### config.mk
export PLATFORM = sky130hd
export DESIGN_NAME = regfile_2r1w
export DESIGN_NICKNAME = d
export VERILOG_FILES = /design/src/rtl/regfile_2r1w_pkg.sv /design/src/rtl/regfile_scoreboard.sv /design/src/rtl/regfile_2r1w.sv
export SDC_FILE = /design/constraint.sdc
export NUM_CORES = 2
export LEC_CHECK = 0
export ABC_AREA = 1
export ABC_CLOCK_PERIOD_IN_PS = 5100
export CAP_MARGIN = 15
export CORE_MARGIN = 5
export CORE_UTILIZATION = 40
export DETAILED_ROUTE_END_ITERATION = 8
export SYNTH_ARGS = -nofsm -noshare
export SYNTH_HDL_FRONTEND = slang
export SYNTH_SLANG_ARGS = --single-unit
### constraint.sdc
create_clock -name clk -period 5.1 [get_ports clk]
set_input_delay 1.02 -clock clk [delete_from_list [all_inputs] [get_ports clk]]
set_output_delay 1.02 -clock clk [all_outputs]
set_load 0.005 [all_outputs]
### src/rtl/regfile_2r1w_pkg.sv
// Shared register-file definitions, also used by decode and execute.
// Build option: REGFILE_BYPASS_EN enables same-cycle write-to-read forwarding.
package regfile_2r1w_pkg;

  localparam int RegBus     = 32;
  localparam int RegAddrBus = 5;
  localparam int RegNum     = 32;

  localparam logic [RegBus-1:0]     ZeroWord   = '0;
  localparam logic [RegAddrBus-1:0] NOPRegAddr = '0;

  localparam logic RstEnable    = 1'b0;
  localparam logic WriteEnable  = 1'b1;
  localparam logic WriteDisable = 1'b0;
  localparam logic ReadEnable   = 1'b1;
  localparam logic ReadDisable  = 1'b0;

endpackage

### src/rtl/regfile_scoreboard.sv
// Pending-write scoreboard: one bit per register marking an issued writer
// that has not yet written back. Bit 0 never becomes set.
// Build option: REGFILE_BYPASS_EN (forwarding hits arrive from the parent).
module regfile_scoreboard
  import regfile_2r1w_pkg::*;
#(
  parameter int ADDR_W   = RegAddrBus,
  parameter int NUM_REGS = RegNum
) (
  input  logic              clk,
  input  logic              rst,
  input  logic              flush,
  input  logic              iss_valid,
  input  logic [ADDR_W-1:0] iss_wd,
  input  logic              we,
  input  logic [ADDR_W-1:0] waddr,
  input  logic              re1,
  input  logic [ADDR_W-1:0] raddr1,
  input  logic              hit1,
  input  logic              re2,
  input  logic [ADDR_W-1:0] raddr2,
  input  logic              hit2,
  output logic              busy1,
  output logic              busy2
);

  logic [NUM_REGS-1:0] sb_q;
  logic [NUM_REGS-1:0] sb_d;
  logic                set_now;

  // A flush cancels any issue that happens in the same cycle.
  assign set_now = !flush && iss_valid && (iss_wd != '0);

  // Next scoreboard: flush, then set on issue, then clear on writeback
  // unless the same register was just re-issued (the newer writer is pending).
  always_comb begin
    sb_d = sb_q;
    if (flush) begin
      sb_d = '0;
    end
    if (set_now) begin
      sb_d[iss_wd] = 1'b1;
    end
    if (we && (waddr != '0) && !(set_now && (iss_wd == waddr))) begin
      sb_d[waddr] = 1'b0;
    end
    sb_d[0] = 1'b0;
  end

  // Scoreboard register, wiped immediately by reset.
  always_ff @(posedge clk or negedge rst) begin
    if (!rst) begin
      sb_q <= '0;
    end else begin
      sb_q <= sb_d;
    end
  end

  // Busy lookups; a forwarded operand is never reported busy.
  always_comb begin
    busy1 = rst && re1 && (raddr1 != '0) && sb_q[raddr1] && !hit1;
    busy2 = rst && re2 && (raddr2 != '0) && sb_q[raddr2] && !hit2;
  end

endmodule

### src/rtl/regfile_2r1w.sv
// General-purpose register file: two combinational read ports, one write
// port, $0 hardwired to zero, plus a pending-write scoreboard for stalls.
// Build option: REGFILE_BYPASS_EN forwards writeback data to same-cycle reads.
module regfile_2r1w
  import regfile_2r1w_pkg::*;
#(
  parameter int DATA_W   = RegBus,
  parameter int ADDR_W   = RegAddrBus,
  parameter int NUM_REGS = RegNum
) (
  input  logic              clk,
  input  logic              rst,
  input  logic              we,
  input  logic [ADDR_W-1:0] waddr,
  input  logic [DATA_W-1:0] wdata,
  input  logic              re1,
  input  logic [ADDR_W-1:0] raddr1,
  output logic [DATA_W-1:0] rdata1,
  input  logic              re2,
  input  logic [ADDR_W-1:0] raddr2,
  output logic [DATA_W-1:0] rdata2,
  input  logic              iss_valid,
  input  logic [ADDR_W-1:0] iss_wd,
  input  logic              flush,
  output logic              busy1,
  output logic              busy2
);

  logic [DATA_W-1:0] regs_q [NUM_REGS];
  logic [DATA_W-1:0] regs_d [NUM_REGS];
  logic              hit1;
  logic              hit2;

`ifdef REGFILE_BYPASS_EN
  assign hit1 = we && (waddr == raddr1) && (raddr1 != '0);
  assign hit2 = we && (waddr == raddr2) && (raddr2 != '0);
`else
  assign hit1 = 1'b0;
  assign hit2 = 1'b0;
`endif

  // Next register contents; writes to $0 are dropped so it stays zero.
  always_comb begin
    regs_d = regs_q;
    if (we && (waddr != '0)) begin
      regs_d[waddr] = wdata;
    end
  end

  // One storage word per register, each cleared immediately by reset.
  for (genvar gi = 0; gi < NUM_REGS; gi++) begin : g_reg
    always_ff @(posedge clk or negedge rst) begin
      if (!rst) begin
        regs_q[gi] <= '0;
      end else begin
        regs_q[gi] <= regs_d[gi];
      end
    end
  end

  // Read muxes: reset, disabled port and $0 give zero; forwarding beats storage.
  always_comb begin
    rdata1 = '0;
    rdata2 = '0;
    if (rst && re1 && (raddr1 != '0)) begin
      rdata1 = hit1 ? wdata : regs_q[raddr1];
    end
    if (rst && re2 && (raddr2 != '0)) begin
      rdata2 = hit2 ? wdata : regs_q[raddr2];
    end
  end

  regfile_scoreboard #(
    .ADDR_W   (ADDR_W),
    .NUM_REGS (NUM_REGS)
  ) u_scoreboard (
    .clk       (clk),
    .rst       (rst),
    .flush     (flush),
    .iss_valid (iss_valid),
    .iss_wd    (iss_wd),
    .we        (we),
    .waddr     (waddr),
    .re1       (re1),
    .raddr1    (raddr1),
    .hit1      (hit1),
    .re2       (re2),
    .raddr2    (raddr2),
    .hit2      (hit2),
    .busy1     (busy1),
    .busy2     (busy2)
  );

endmodule

==> out/metrics.cfg <==
[worst_setup_path]
critical_path.top_delay_family = buffers and inverters
r2r_end = u_scoreboard.sb_q[4]$_DFF_PN0_
worstPathRequired_ns = 4.08
r2r_slack_ns = 4.23
path_max_fanout = 51
timing.rr.start = u_scoreboard.sb_q[4]$_DFF_PN0_
worstPathCellList = buf_8 -> inv_8 -> nor2_4 -> buf_12 -> nand2_1 -> nand3_1 -> nand2_1 -> nand3_1 -> nor2_1 -> nor2_1 -> clkdlybuf4s50_1
cp.buffers_inverters = 4
max_stage_delay_ns = 0.66
end_kind = primary output
start_kind = input port
cp.arrival_ns = 3.72
r2r_cells = 3
worstSetupPathType = in2out
crit_path_top_delay_cell = clkdlybuf4s50_1

[grt]
grt_pass1_vias = 55600
grt_start_max_net_pins = 168
antenna_found_initial = 10
grt_usage = 0.312
grtUsageMet2 = 0.489
grt_use_met1 = 0.416
grt-ovfl-total = 0
grt_pass1_wl_um = 370000
gr-usage-met3 = 0.0592
busiest_layer = met2

[sta]
slew_violations = 0
worstMarginPinSlew_ns = 1.16
period_needed_ns = 4.74
finClkSkew_ns = 0
fin_hold_ws_ns = 0.0492
tns_ns = 0
rsz0062_at_grt = false
final.period_utilization = 0.929
relSlewSlack = 0.223
setup_viol = 0
hold_viol_final = 0
setup_slack_ns = 0.362
fmax_mhz = 211

[synth]
ys_seq_elements = 1055
ys_warn_count = 0
syn-instance-count = 8575
synth_fp_nets = 8634
ys_seq_area_frac = 0.445
synth_area_sq_mm = 0.0594
syn_avg_cell_area_sq_um = 6.92
yosysUniqueCellTypes = 38

[power]
p_total_uw = 25200
vdd_drop_max_v = 0.000296
leakage_uw = 0.0306
p_per_area_mw_per_mm2 = 380

[drt]
vias = 59500
wl_um = 250000
post_drt_via_cell_ratio = 5.77
drt-initial-drc-count = 8422
drtAntennaViolNets = 0
drt_first_pass_iters = 6
avgRoutedWirePerCell_um = 24.3
drc = 0

[floorplan]
core_area_sq_mm = 0.148
ioPinCount = 125
start_util = 0.402
fp.dieW_um = 395
die-area_sq_mm = 0.156
die_h_um = 395
rows = 141

[cells_and_area]
final_common_cell = nand2_1
layout.cells.non_filler = 10300
num-fill-cells = 14700
register_area_sq_mm = 0.0264
layout-drive-gt1-share = 0.0576
layout.nets = 8330
area_growth_pct = 11.5
multi_input_area_sq_mm = 0.0277
layout_common_cells = nand2_1 (2897), dfrtp_1 (1055), o21ai_0 (1051)

[clock_network]
cts_max_path_buffers = 3
h-tree-depth = 3
cts_resized = 0
clkTransAtPathRegs_ns = 0.06
postCtsSetupBuffers = 0
cts_inserted_buffers = 119
cts_tree = yes
cts_num_sinks = 1055
clock_latency_ns = 0.76
cts_root_buffer = clkbuf_16
cts-hold-fix-buffers = 0

[place]
port_buffers = 124
gp_congestion = 0.882
dp_hpwl_um = 135000
place_ws_ns = 0.372
dp.cells = 10100

[status]
outcome = finished, final reports clean

[min_path]
hp-class = in2async

[run]
cap_violations = 0

## worst max path at each step
stage	to	start	cells past startpoint
2_1_floorplan	rdata2[10]	raddr2[0]	10
3_3_place_gp	rdata2[15]	raddr2[0]	11
3_5_place_dp	rdata2[15]	raddr2[0]	11
4_1_cts	rdata2[15]	raddr2[0]	11
5_1_grt	rdata1[1]	raddr1[1]	13
6_report	rdata2[15]	raddr2[0]	11
## worst register-to-register path, cell delays in order (launching register included)
cell,delay (ns)
dfrtp_1,0.37
inv_1,0.14
o21ai_0,0.09
and2_1,0.16
## cell usage after synthesis (all sizes together)
cell type	number	area, sq um
nand2	2910	10900
o21ai	1199	6070
dfrtp	1055	26400
nor2	678	2640
nand3	610	3080
inv	578	2170
a21oi	564	2860
buf	384	2000
clkbuf	332	1250
o211ai	180	1350
a22oi	25	188
nor3	22	154
nand4	19	119
xor2	4	35.0
and2	3	18.8
o21a	3	22.5
a211oi	2	15.0
clkinv	2	7.51
o22ai	2	12.5
a31oi	1	6.26
or2	1	6.26
xnor2	1	8.76
## power breakdown
group | switching (uW) | internal, uW | total (uW)
Sequential | 1030 | 10000 | 11100
Combinational | 3250 | 1710 | 4960
Clock | 3810 | 5330 | 9140
Total | 8090 | 17100 | 25200
## area by class of cell
type | count | share of cell area
Antenna cell | 10 | 0.000378
Clock buffer | 176 | 0.0532
Clock inverter | 47 | 0.00881
Inverter | 580 | 0.0335
Multi-Input combinational cell | 6224 | 0.419
Sequential cell | 1055 | 0.399
Tap cell | 1930 | 0.0365
Timing Repair Buffer | 291 | 0.0501
## routing by layer
layer,vias up,share of wire
li1,27000,-
met1,28200,0.40
met2,3573,0.44
met3,706,0.11
met4,2,0.054
met5,-,0.000052
## cells by family (layout without fill, tap and decap cells)
kind of cell,Yosys count,after routing,share of synthesized area
compound gates,1976,1976,0.177
xor+xnor,5,5,0.000738
buf+inv,1296,1094,0.0916
flops,1055,1055,0.445
other cells,0,10,0
simple gates,4243,4243,0.286
## stage by stage
| stage | area, sq um | util |
|---|---|---|
| floorplan | 59400 | - |
| global placement | 62100 | 0.420 |
| detailed placement | 62100 | 0.420 |
| CTS | 66200 | 0.448 |
| global route | 66200 | 0.448 |
| finish | 66200 | 0.448 |
## flip-flops by register name, indices dropped and copies added (netlist names)
| name | cells |
|---|---|
| regs_q | 1024 |
| u_scoreboard.sb_q | 31 |
Power figures use the tool's default switching activity.
